### src/rtl/poker_card_dealer.sv
// rtl/poker_card_dealer.sv - deals 9 distinct cards from a 52-card deck using a free-running LFSR
//
// Deals 2 hole cards per player plus 5 community cards. One candidate is drawn
// from the LFSR per clock in DEAL, and rejection sampling discards bad ranks and
// cards already dealt. The dealt hand is held stable until the next Start.
//
// Optional feature: define DEALER_SINGLE_STEP_EN to add the SCEN input. With it,
// candidates are evaluated only on clocks where SCEN=1.
//
// Ports:
//   Clk            system clock
//   Reset          asynchronous active-low reset
//   Start          begin a deal (sampled in IDLE)
//   Ack            acknowledge Done (sampled in DONE)
//   SCEN           single-step enable pulse (DEALER_SINGLE_STEP_EN only)
//   player*card*   hole-card ranks 1..13
//   card1..card5   community-card ranks 1..13
//   suits          suit of slot k at bits [2k+1:2k], in dealing order
//   Qi, Qd, Qc     one-hot state: IDLE, DEAL, DONE
//   Done           equals Qc
module poker_card_dealer #(
  parameter logic [15:0] LFSR_SEED = 16'hACE1,
  parameter int          NUM_SLOTS = 9
) (
  input  logic        Clk,
  input  logic        Reset,
  input  logic        Start,
  input  logic        Ack,
`ifdef DEALER_SINGLE_STEP_EN
  input  logic        SCEN,
`endif
  output logic [3:0]  player1card1,
  output logic [3:0]  player1card2,
  output logic [3:0]  player2card1,
  output logic [3:0]  player2card2,
  output logic [3:0]  card1,
  output logic [3:0]  card2,
  output logic [3:0]  card3,
  output logic [3:0]  card4,
  output logic [3:0]  card5,
  output logic [17:0] suits,
  output logic        Qi,
  output logic        Qd,
  output logic        Qc,
  output logic        Done
);

  typedef enum logic [2:0] {
    S_IDLE = 3'b001,
    S_DEAL = 3'b010,
    S_DONE = 3'b100
  } state_t;

  localparam logic [3:0] LAST_SLOT = 4'(NUM_SLOTS - 1);

  state_t       state_q;
  logic [15:0]  lfsr_q;
  logic [15:0]  lfsr_d;
  logic [63:0]  used_q;
  logic [3:0]   slot_q;
  logic [3:0]   rank_q [NUM_SLOTS];
  logic [17:0]  suits_q;

  logic         lfsr_fb;
  logic [3:0]   cand_rank;
  logic [1:0]   cand_suit;
  logic [5:0]   cand_idx;
  logic         cand_valid;
  logic         step_en;

  // Fibonacci feedback for taps 16,14,13,11: maximal length, so the low six
  // bits eventually visit every card index and a deal always finishes.
  assign lfsr_fb = lfsr_q[15] ^ lfsr_q[13] ^ lfsr_q[12] ^ lfsr_q[10];
  assign lfsr_d  = {lfsr_q[14:0], lfsr_fb};

  assign cand_rank  = lfsr_q[3:0];
  assign cand_suit  = lfsr_q[5:4];
  assign cand_idx   = lfsr_q[5:0];
  assign cand_valid = (cand_rank != 4'd0) && (cand_rank <= 4'd13) && !used_q[cand_idx];

`ifdef DEALER_SINGLE_STEP_EN
  assign step_en = SCEN;
`else
  assign step_en = 1'b1;
`endif

  always_ff @(posedge Clk or negedge Reset) begin
    if (!Reset) begin
      state_q <= S_IDLE;
      lfsr_q  <= LFSR_SEED;
      used_q  <= '0;
      slot_q  <= '0;
      suits_q <= '0;
      for (int k = 0; k < NUM_SLOTS; k++) begin
        rank_q[k] <= '0;
      end
    end else begin
      // The LFSR runs in every state so the hand depends on Start timing.
      lfsr_q <= lfsr_d;
      case (state_q)
        S_IDLE: begin
          // Previous hand stays on the outputs until slots are overwritten.
          if (Start) begin
            used_q  <= '0;
            slot_q  <= '0;
            state_q <= S_DEAL;
          end
        end
        S_DEAL: begin
          if (step_en && cand_valid) begin
            rank_q[slot_q]             <= cand_rank;
            suits_q[{slot_q, 1'b0} +: 2] <= cand_suit;
            used_q[cand_idx]           <= 1'b1;
            if (slot_q == LAST_SLOT) begin
              state_q <= S_DONE;
            end else begin
              slot_q <= slot_q + 4'd1;
            end
          end
        end
        S_DONE: begin
          if (Ack) begin
            state_q <= S_IDLE;
          end
        end
        default: state_q <= S_IDLE;
      endcase
    end
  end

  // Dealing order alternates hole cards between players, then the board.
  assign player1card1 = rank_q[0];
  assign player2card1 = rank_q[1];
  assign player1card2 = rank_q[2];
  assign player2card2 = rank_q[3];
  assign card1        = rank_q[4];
  assign card2        = rank_q[5];
  assign card3        = rank_q[6];
  assign card4        = rank_q[7];
  assign card5        = rank_q[8];
  assign suits        = suits_q;

  assign Qi   = state_q[0];
  assign Qd   = state_q[1];
  assign Qc   = state_q[2];
  assign Done = state_q[2];

endmodule

### config.mk
export PLATFORM = sky130hd
export DESIGN_NAME = poker_card_dealer
export DESIGN_NICKNAME = d
export VERILOG_FILES = /design/src/rtl/poker_card_dealer.sv
export SDC_FILE = /design/constraint.sdc
export NUM_CORES = 1
export LEC_CHECK = 0
export CORE_ASPECT_RATIO = 0.6
export CORE_UTILIZATION = 61
export DETAILED_ROUTE_END_ITERATION = 10
export PLACE_DENSITY = 0.91
export SYNTH_ARGS = -nofsm -noshare
export SYNTH_HDL_FRONTEND = slang
export SYNTH_SLANG_ARGS = --single-unit
export TNS_END_PERCENT = 10
### constraint.sdc
create_clock -name Clk -period 8.4 [get_ports Clk]
set_clock_uncertainty 0.05 [all_clocks]
set_input_delay 0.84 -clock Clk [delete_from_list [all_inputs] [get_ports Clk]]
set_output_delay 0.84 -clock Clk [all_outputs]
set_load 0.05 [all_outputs]
==> results of run 1 <==
## cells in the final DEF, fill, tap and decap left out, types with 3 or more instances in the layout
cell type,n
mux2_1,8
mux4_2,13
nand3b_1,6
bufinv_16,3
nor2b_1,5
mux2_2,43
nor2_1,16
nand4_1,5
inv_6,3
nor4_1,4
and2_1,14
nor3_1,5
clkbuf_16,17
dfstp_2,9
clkinvlp_4,5
nand2b_1,5
ha_1,5
o22ai_1,3
and3_1,14
clkdlybuf4s50_1,60
nand3_1,11
or2_2,5
xnor2_1,3
dfrtp_1,132
o31ai_1,6
clkbuf_8,3
nand2_1,74
o21ai_0,46
or3_1,3
inv_1,7
mux2i_1,14
## how the worst max path moves through the flow
stage	to	cells past startpoint	slack [ps]
after floorplan	player1card1[0]	10	5420
after global placement	card2[2]	7	4130
after detailed placement	card4[1]	7	3980
after CTS	card4[0]	7	3930
after global routing	used_q[11]	7	3610
final	card4[2]	7	3800
## registers in the layout (all words and copies together) (netlist names)
signal and flops:
card2 4, card3 4, state_q 3, player2card2 4
player2card1 4, slot_q 4, card1 4, player1card1 4
lfsr_q 16, card5 4, used_q 64, suits 18
card4 4, player1card2 4
## metrics by stage
stage	cells	power [uW]	util [%]
after floorplan	516	755	-
after global placement	678	785	69.1
after detailed placement	678	787	69.1
after CTS	710	1570	75.4
after global routing	710	1610	75.4
final	710	1560	75.4
## final cells by class
cell class,count,area [um^2]
clock buffers,20,467
clock inverters,12,159
fillers,600,2420
inverters,7,26.3
multi-input cells,332,2440
flip-flops and latches,141,3540
well taps,135,169
repair buffers,63,627
## power groups by stage
stage,clock network (uW),registers [uW],logic (uW)
floorplan,0,717,37.6
global placement,0,703,81.7
detailed placement,0,703,83.5
CTS,790,691,85.6
global route,822,692,92.9
finish,784,691,86.8
## cell families (layout without fill, tap and decap cells)
| kind of cell | count (synthesis) | in the layout | synth area share, % |
|---|---|---|---|
| flip-flops | 141 | 141 | 57.3 |
| adder cells (fa/ha/maj) | 5 | 5 | 1.01 |
| AO/OA/AOI/OAI | 67 | 67 | 6.26 |
| buffers and inverters | 43 | 102 | 3.20 |
| XOR/XNOR | 5 | 5 | 0.709 |
| AND/OR/NAND/NOR | 175 | 175 | 14.7 |
| multiplexers | 80 | 80 | 16.8 |
## worst max-delay path: stages, from the launching register on
cell and delay (ps):
dfstp_2 1170, mux4_2 600, mux2_2 270, o221ai_1 220
a31oi_1 160, nor4_4 1160, nand3_1 420, mux2_2 400
## per-layer routing
metal	global-route usage, %	up-vias	part of all wire, %	routed length (um)
li1	-	1902	-	-
met4	13.5	0	1.9	296
met1	43.3	2288	44	6770
met2	48.2	250	46	7180
met3	8.95	39	8.4	1310
met5	0	-	0	0
==> flow_summary.ini, run 1 <==
[global_routing]
grt_max_degree = 74
grt_pass1_vias = 4522
overflow = 0
grt_pass1_wl_mm = 24.7
grtUsageTotal_pct = 31.8
antenna_found_initial = 0

[clock_tree]
clk_latency_ps = 420
ctsLongestPathBuffers = 2
cts_sinks = 141
clk_pin_slew_worst_paths_ps = 60
cts_resized = 0
postCtsSetupBuffers = 0
cts_tree = built
hold_buffers = 0
root_buffer = clkbuf_16
htree_levels = 4
numCtsBuffers = 17

[timing]
rsz0062_at_grt = no
relSlewSlack_pct = 10.4
tns_ps = 0
setup_violations = 0
finalCritPeriodShare_pct = 54.7
worst_slew_pin_slew_ps = 1330
max_freq_mhz = 217
final.setup.worst_slack_ps = 3800
hold_violations = 0
holdWs_ps = 301
drv_slew = 0
fin_crit_ps = 4600

[worst_setup_path]
r2r-start = lfsr_q[0]
worstPathMaxFanout = 39
crit_path_end_kind = flop
reg2reg_to = card4[2]
reg2reg_slack_ps = 3800
critical_path_class = flop to flop
crit_arrival_ps = 4840
cp-start-kind = flop
required_ps = 8640
startpoint = lfsr_q[0]
r2r_cells = 7

[layout]
syn2layout_area_growth_pct = 20.2
fin_nets = 571
postLayoutCellArea_um2 = 7430
layout-drive-gt1-share_pct = 19.5
n_antenna_cell = 0

[placed_design]
preCtsSetupSlack_ps = 3980
placed_cell_area_um2 = 6800
hpwl_mm = 9.47
port_buffers = 61
routabilityCongestion = 0.861

[die]
core_um2 = 9840
dieArea_um2 = 10500
die_w_um = 132
row_count = 28
die_y_um = 80.0
ios = 62
start_util_pct = 62.7

[logic_synthesis]
synth_area_leaders = dfrtp_1, mux2_2, mux4_2, nand2_1, dfstp_2
yosysMostFrequentCell = dfrtp_1
async_reset_ff_share_pct = 100
synth_top_area_cell = dfrtp_1
post-synth-top-area-fraction_pct = 53.5
syn_avg_cell_area_um2 = 12.0
synth_cell_types = 49
netlist_top_cells_count = dfrtp_1, nand2_1, o21ai_0
ys_warn_count = 0
postSynthCellCount = 516
synth_seq_cells = 141
synth_nets = 525
ys_seq_area_share_pct = 57.3
syn_area_um2 = 6180
synth_edf_count = 0
ys.flop_type = dfrtp_1

[power]
clkPwrFrac_pct = 50.2
static-leakage-power_uw = 0.00333
combPwrFrac_pct = 5.6
sw_frac_of_total_pct = 23.7
pwr_density_cell_nw_per_um2 = 210
power_switching_uw = 370
intPower_uw = 1190
peakVddDrop_mv = 0.158
pwr-share-seq_pct = 44.2

[hold_path]
min_to = lfsr_q[9]
hold_path_depth = 0
hp-class = flop to flop
min_from = lfsr_q[8]

[drt]
vias = 4479
dr.pass1.iters = 5
drc = 0
vias_per_cell = 6.31
detail-route-antenna-nets = 0
totalWireLength_mm = 15.6
wl_per_cell_um = 21.9
drtIter0Drc = 494

[run_status]
status = finished clean

[flow_run]
maxCapViolCount = 0
Note: power is estimated with default switching activity, not from simulation.
==> run 2: changes to the inputs <==
--- a/config.mk
+++ b/config.mk
@@ -6,9 +6,9 @@
 export NUM_CORES = 1
 export LEC_CHECK = 0
 export CORE_ASPECT_RATIO = 0.6
-export CORE_UTILIZATION = 61
+export CORE_UTILIZATION = 51
 export DETAILED_ROUTE_END_ITERATION = 10
-export PLACE_DENSITY = 0.91
+export PLACE_DENSITY = 0.81
 export SYNTH_ARGS = -nofsm -noshare
 export SYNTH_HDL_FRONTEND = slang
 export SYNTH_SLANG_ARGS = --single-unit
==> constraint.sdc (replaced) <==
create_clock -name Clk -period 4.2 [get_ports Clk]
set_clock_uncertainty 0.05 [all_clocks]
set_input_delay 0.42 -clock Clk [delete_from_list [all_inputs] [get_ports Clk]]
set_output_delay 0.42 -clock Clk [all_outputs]
set_load 0.05 [all_outputs]
==> run 2 against run 1 <==
  * Count of clock-buffer cells in the layout rose by 1
  * Register-to-register slack got worse by 3200 ps
  * Largest power group unchanged
  * Via count fell by 2.8%
  * Largest cell class unchanged
  * Worst setup slack got worse by 3200 ps
  * Flip-flop and latch count did not move
==> flow_summary.ini, run 2 (synthesis results as in run 1) <==
[run_status]
status = finished clean

[layout]
fin_nets = 577
layout-drive-gt1-share_pct = 19.8
stdcell_count = 741
fill_cells = 873
layout_commonest_cell = dfrtp_1
largest_reg_flops = 64
regArea_um2 = 3540
syn2layout_area_growth_pct = 20.9
max_flop_register = used_q
final_cell_mix = dfrtp_1, nand2_1, clkdlybuf4s50_1
n_antenna_cell = 0
multiInputGateArea_um2 = 2440

[drt]
drtIter0Drc = 405
detail-route-antenna-nets = 0
vias_per_cell = 5.87
vias = 4353
totalWireLength_mm = 15.1
drc = 0
wl_per_cell_um = 20.4
dr.pass1.iters = 5

[timing]
tns_ps = 0
finalCritPeriodShare_pct = 85.0
hold_violations = 0
setup_violations = 0
max_freq_mhz = 280
worst_slew_pin_slew_ps = 1180
relSlewSlack_pct = 21.1
drv_slew = 0
fin_crit_ps = 3570
rsz0062_at_grt = no

[worst_setup_path]
critical_path_class = flop to flop
slowest_stage = dfstp_2
required_ps = 4450
worstPathMaxFanout = 22
cp_slowest_stage_delay_ps = 880
reg2reg_slack_ps = 630
r2r_cells = 8
path_cells = buf_4 > mux4_2 > nand4_1 > o311ai_1 > nor4_4 > buf_4 > and3_1 > mux2_2
crit_arrival_ps = 3820
cp_common_cell = buf_4
crit_path_end_kind = flop
cp-start-kind = flop

[placed_design]
port_buffers = 61
placed_cells = 709
hpwl_mm = 9.95
routabilityCongestion = 0.851

[global_routing]
grt_pass1_vias = 4395
antenna_found_initial = 0
grtUsageTotal_pct = 26.8
grt_max_degree = 115
overflow = 0
grt_pass1_wl_mm = 24.6

[die]
die_w_um = 144
ios = 62
row_count = 30
core_um2 = 11600
die_y_um = 87.3
dieArea_um2 = 12600
start_util_pct = 53.4

[clock_tree]
htree_levels = 4
cts_sinks = 141
numCtsBuffers = 17
cts_resized = 0
ctsLongestPathBuffers = 2
cts_tree = built
clk_pin_slew_worst_paths_ps = 60
root_buffer = clkbuf_16
clk_latency_ps = 420
postCtsSetupBuffers = 0
hold_buffers = 0

[hold_path]
hp-class = input pin to asynchronous set/reset pin

[power]
pwr_density_cell_nw_per_um2 = 409
static-leakage-power_uw = 0.00335
peakVddDrop_mv = 0.248

[flow_run]
maxCapViolCount = 0
[run 2: metal layers]
layer	global-route usage (%)	vias to the layer above	share of wire (%)
met4	6.87	0	0.75
li1	-	1919	-
met5	0	-	0
met2	36.3	191	43
met3	9.07	18	8.2
met1	40.7	2225	48
[run 2: worst max-delay path: cells and delay by family, from the launching register on]
kind	cells	cell delay (ps)
AO/OA/AOI/OAI	1	240
multiplexers	2	880
flip-flops	1	880
AND/OR/NAND/NOR	3	780
buffers and inverters	2	620
[run 2: cell type report]
class	count	area share [%]
Tap cell	160	2.68
Clock inverter	11	1.91
Sequential cell	141	47.4
Multi-Input combinational cell	332	32.7
Timing Repair Buffer	69	8.99
Clock buffer	21	6.03
Inverter	7	0.352
[run 2: path summary, 6_finish.rpt]
| check | start | end |
|---|---|---|
| setup / recovery | lfsr_q[0] | card1[1] |
| hold / removal | Reset | used_q[43] |
| setup reg to reg | lfsr_q[0] | card1[1] |
| hold reg to reg | lfsr_q[9] | lfsr_q[10] |
| max in group asynchronous | Reset | state_q[0] |
| min in group Clk | lfsr_q[9] | lfsr_q[10] |
[run 2: power by group]
| group | switching, uW | total [uW] | internal [uW] |
|---|---|---|---|
| clock network | 560 | 1510 | 946 |
| logic | 139 | 167 | 28.3 |
| registers | 12.0 | 1380 | 1370 |
| total | 711 | 3060 | 2350 |
[run 2: per-stage QoR]
stage | instance area, um^2 | util, % | hold WS (ps) | power [uW] | worst slack, ps
after floorplan | 6180 | - | 74.4 | 1510 | 1220
after global routing | 7470 | 64.6 | 188 | 3160 | 396
final | 7470 | 64.6 | 119 | 3060 | 629
after detailed placement | 6880 | 59.5 | 288 | 1570 | 681
after CTS | 7470 | 64.6 | 148 | 3080 | 648
after global placement | 6880 | 59.5 | 285 | 1570 | 754
